$ cat src/rtl/move_ctrl_seq.sv
// Moore control sequencer for the bus-based CPU datapath: fetch (T0..T2) with a
// memory-ready wait in T1, then a register-move execute step (T3) for mfhi/mflo.
module move_ctrl_seq #(
    parameter int                  OPCODE_W = 5,
    parameter logic [OPCODE_W-1:0] OP_MFHI  = 5'b11000,
    parameter logic [OPCODE_W-1:0] OP_MFLO  = 5'b11001,
    parameter int                  CNT_W    = 16,
    parameter int                  WAIT_MAX = 15
) (
    input  logic                clock,
    input  logic                clear,
    input  logic                run,
    input  logic [OPCODE_W-1:0] ir_op,
    input  logic                mem_ready,
    output logic                PCout,
    output logic                MARin,
    output logic                IncPC,
    output logic                Zlowin,
    output logic                ZLOout,
    output logic                PCin,
    output logic                MDRin,
    output logic                read,
    output logic                MDRout,
    output logic                IRin,
    output logic                Gra,
    output logic                Rin,
    output logic                HIout,
    output logic                LOout,
    output logic                busy,
    output logic                instr_done,
    output logic                illegal_op,
    output logic                bus_err,
    output logic [CNT_W-1:0]    instr_count
);

    localparam int              WAIT_W    = (WAIT_MAX < 1) ? 1 : $clog2(WAIT_MAX + 1);
    localparam logic [WAIT_W-1:0] WAIT_LAST = WAIT_W'(WAIT_MAX);

    localparam logic [2:0] S_IDLE  = 3'd0;
    localparam logic [2:0] S_T0    = 3'd1;
    localparam logic [2:0] S_T1    = 3'd2;
    localparam logic [2:0] S_T2    = 3'd3;
    localparam logic [2:0] S_T3    = 3'd4;
    localparam logic [2:0] S_ERROR = 3'd5;

    logic [2:0]        state;
    logic [2:0]        next_state;
    logic [WAIT_W-1:0] wait_cnt;
    logic              enter_t1;
    logic              in_t3;
    logic              is_mfhi;
    logic              is_mflo;

    always_comb begin
        next_state = state;
        case (state)
            S_IDLE:  if (run) next_state = S_T0;
            S_T0:    next_state = S_T1;
            S_T1: begin
                if (mem_ready)
                    next_state = S_T2;
                else if (wait_cnt == WAIT_LAST)
                    next_state = S_ERROR;
            end
            S_T2:    next_state = S_T3;
            S_T3:    next_state = run ? S_T0 : S_IDLE;
            S_ERROR: next_state = S_ERROR;
            default: next_state = S_IDLE;
        endcase
    end

    // PC is written only on the first T1 cycle; wait cycles keep just the read going.
    assign enter_t1 = (next_state == S_T1) && (state != S_T1);

    always_ff @(posedge clock or posedge clear) begin
        if (clear) begin
            state       <= S_IDLE;
            wait_cnt    <= '0;
            PCout       <= 1'b0;
            MARin       <= 1'b0;
            IncPC       <= 1'b0;
            Zlowin      <= 1'b0;
            ZLOout      <= 1'b0;
            PCin        <= 1'b0;
            MDRin       <= 1'b0;
            read        <= 1'b0;
            MDRout      <= 1'b0;
            IRin        <= 1'b0;
            busy        <= 1'b0;
            bus_err     <= 1'b0;
            instr_count <= '0;
        end else begin
            state    <= next_state;
            wait_cnt <= (state == S_T1 && next_state == S_T1) ? wait_cnt + WAIT_W'(1) : '0;
            PCout    <= (next_state == S_T0);
            MARin    <= (next_state == S_T0);
            IncPC    <= (next_state == S_T0);
            Zlowin   <= (next_state == S_T0);
            ZLOout   <= enter_t1;
            PCin     <= enter_t1;
            MDRin    <= (next_state == S_T1);
            read     <= (next_state == S_T1);
            MDRout   <= (next_state == S_T2);
            IRin     <= (next_state == S_T2);
            busy     <= (next_state != S_IDLE) && (next_state != S_ERROR);
            bus_err  <= bus_err || (next_state == S_ERROR);
            if (in_t3 && (is_mfhi || is_mflo))
                instr_count <= instr_count + CNT_W'(1);
        end
    end

    // IR is only loaded at the end of T2, so the execute controls qualify the
    // registered T3 state with the live opcode; both sources are flop outputs.
    assign in_t3      = (state == S_T3);
    assign is_mfhi    = in_t3 && (ir_op == OP_MFHI);
    assign is_mflo    = in_t3 && (ir_op == OP_MFLO);
    assign Gra        = is_mfhi || is_mflo;
    assign Rin        = is_mfhi || is_mflo;
    assign HIout      = is_mfhi;
    assign LOout      = is_mflo;
    assign instr_done = is_mfhi || is_mflo;
    assign illegal_op = in_t3 && !is_mfhi && !is_mflo;

endmodule

$ cat config.mk
export PLATFORM = sky130hd
export DESIGN_NAME = move_ctrl_seq
export DESIGN_NICKNAME = d
export VERILOG_FILES = /design/src/rtl/move_ctrl_seq.sv
export SDC_FILE = /design/constraint.sdc
export NUM_CORES = 1
export LEC_CHECK = 0
export BUFFER_PORTS_ARGS = -buffer_cell sky130_fd_sc_hd__buf_2
export CORE_MARGIN = 5
export CORE_UTILIZATION = 23
export CTS_BUF_LIST = sky130_fd_sc_hd__clkbuf_2 sky130_fd_sc_hd__clkbuf_4 sky130_fd_sc_hd__clkbuf_8
export DETAILED_ROUTE_END_ITERATION = 16
export PLACE_DENSITY = 0.47
export SLEW_MARGIN = 20
export SYNTH_ARGS = -nofsm -noshare
export SYNTH_HDL_FRONTEND = slang
export SYNTH_SLANG_ARGS = --single-unit
$ cat constraint.sdc
create_clock -name clock -period 4.6 [get_ports clock]
set_input_delay 0.23 -clock clock [delete_from_list [all_inputs] [get_ports clock]]
set_output_delay 0.23 -clock clock [all_outputs]
set_load 0.05 [all_outputs]
==> results.md <==
- RSZ-0062 raised after global routing: false
- Synth warnings: 0
- Synth top area share: 0.535
- Leakage: 0.855 nW
- Vias per cell: 4.07
- Mapped Cells: 123
- Initial core utilization: 0.233
- Most frequent cells in the layout: buf_2, dfrtp_1, xnor2_1, nor2_1, nand4_1
- Final ANT Viol Nets: 0
- Total Wirelength: 3000 um
- Row cnt: 28
- Endpoint type of the worst setup path: output port
- Layout cells sized above 1: 0.362
- Via Count: 969
- Dpl hpwl: 2230 um
- Ys async rst share: 1.00
- PwrDens: 513 nW/um^2
- Vias in the first global route: 964
- Critical path type: register to output port
- Crit-path max cell delay: 490 ps
- GP Congestion: 0.781
- Area post-placement: 1590 sq um
- Peak supply drop: 231 uV
- Fin crit share: 0.497
- Design area: 1680 sq um
- Final nets: 174
- Initial antenna violation count: 0
- CP Launch Type: register
- # DRC: 0
- Ports: 43
- H-tree levels: 2
- Post-synth top area cell: dfrtp_1
- DRT iter0 DRCs: 16
- Worst hold slack: 14.9 ps
- Area Growth Syn to Fin: 24.0%
- Core Area: 5820 sq um
- Post-synth net total: 134
- CTS max path bufs: 2
- Height of the chip: 86.8 um
- CTS Sinks: 29
- Measured slew at the worst slew-check pin: 691 ps
- Yosys cell types: 34
- FILL cells: 620
- Post-CTS resize count: 0
- Crit Path Max Fanout: 12
- Main area contributors after synthesis: dfrtp_1, xnor2_1, buf_4
- Critical Path RT: 4370 ps
- Worst path cell trace: or3b_4, nor2_2, and2_1, buf_2
- Setup violators final: 0
- Worst min-delay path class: input pin to asynchronous set/reset pin
- FMAX: 437 MHz
- Most common cell after layout, fill and taps aside: buf_2
- Arrival @ worst endpoint: 2060 ps
- Min cycle time layout: 2290 ps
- Slowest CP cell: dfrtp_1
- First-pass GRT wire length: 4930 um
- Num CTS Buffers: 5
- Avg WL per Cell: 12.6 um
- Post-CTS Setup Bufs: 0
- Main synth FF type: dfrtp_1
- Die area: 7540 sq um
- Relative slew slack: 0.535
- Worst-path clk slew: 60 ps
- Number of enable flip-flop cells after synthesis: 0
- Status: completed
- DRT Pass-1 Iters: 4
- Synth Area per Inst: 11.0 sq um
- Final Hold Vio Count: 0
- Grt ovf: 0
- CTS tree: yes
- Clock Skew: 5.90 ps
- Max-slew violation count: 0
- Horiz. Die Dim: 86.8 um
- Cts hold-fix bufs: 0
- Syn Std Cell Area: 1360 sq um
- FF+latch count, synth: 29
- Clk root buf: clkbuf_8
- Worst skew pair latency: 280 ps
- Largest net degree at the start of global routing: 30
- Setup_tns: 0 ps
- Post-synthesis sequential area ratio: 0.535
- Port Buf Inserts: 42
- GRT Overall Usage: 0.0858
- Max cap viols: 0
- Ant diodes: 0
-- sequential cells by signal (all words and copies together), names as in the netlist --
register / cells
instr_count: 16
wait_cnt: 4
state: 3
IRin: 1
PCin: 1
Zlowin: 1
bus_err: 1
busy: 1
read: 1
-- per-stage QoR --
step           cells  total power (W)  worst slack, ps   util
2_1_floorplan    123         0.000620             2310      -
3_3_place_gp     231         0.000657             2570  0.274
3_5_place_dp     231         0.000657             2580  0.274
4_1_cts          238         0.000877             2260  0.289
5_1_grt          238         0.000917             2140  0.289
6_report         238         0.000864             2310  0.289
-- power breakdown --
part	switching, W	internal (W)	total (W)
clock	0.0000903	0.000124	0.000215
combinational	0.000230	0.0000823	0.000312
sequential	0.0000425	0.000294	0.000337
total	0.000363	0.000501	0.000864
-- worst max-delay path, delay by kind of cell, from the launching register on --
kind / cells / cell delay, ps
and+or+nand+nor: 3 / 1030
DFF: 1 / 490
buffers and inverters: 1 / 260
-- final cells by class --
type                    instances  area, sq um  share of cell area
clock buffers                   7         90.1              0.0535
inverters                       2         7.51             0.00446
flip-flops and latches         29          726               0.431
repair buffers                 43          218               0.129
multi-input cells              82          548               0.326
well taps                      75         93.8              0.0558
-- routing by layer --
layer  up-vias  routed length, um  GRT usage
met3         6                222     0.0361
li1        493                  -          -
met2        28               1390      0.133
met4         0                 46     0.0340
met1       442               1340      0.105
met5         -                  0          0
-- cells by family (layout without fill, tap and decap cells) --
logic type / count (synthesis) / count (layout) / share of synthesized area
XOR/XNOR: 17 / 17 / 0.110
flip-flops: 29 / 29 / 0.535
AO/OA/AOI/OAI: 9 / 9 / 0.0369
multiplexers: 2 / 2 / 0.0157
AND/OR/NAND/NOR: 52 / 52 / 0.223
buffers and inverters: 12 / 52 / 0.0618
adder cells (fa/ha/maj): 2 / 2 / 0.0184
-- Yosys cell counts, types with 2 or more instances --
| cell | n |
|---|---|
| o21ai_0 | 2 |
| a21oi_1 | 4 |
| xor2_1 | 5 |
| nand4_1 | 8 |
| xnor2_1 | 12 |
| nand2_1 | 7 |
| nor2_1 | 11 |
| dfrtp_1 | 29 |
| inv_1 | 2 |
| and2b_2 | 3 |
| buf_4 | 8 |
| and3_1 | 2 |
| and2b_1 | 2 |
| ha_1 | 2 |
| nand3_1 | 7 |
-- worst paths after layout --
path	start	endpoint	slack, ps	depth (start not counted)
min in group clock	run	Zlowin	250	2
worst max register to register	state[2]	instr_count[10]	2570	4
worst max-delay path	state[2]	LOout	2310	4
max in group asynchronous	clear	Zlowin	4300	3
worst min-delay path	clear	instr_count[3]	10	3
worst min register to register	wait_cnt[0]	wait_cnt[0]	470	1
(Power assumes the default switching activity.)
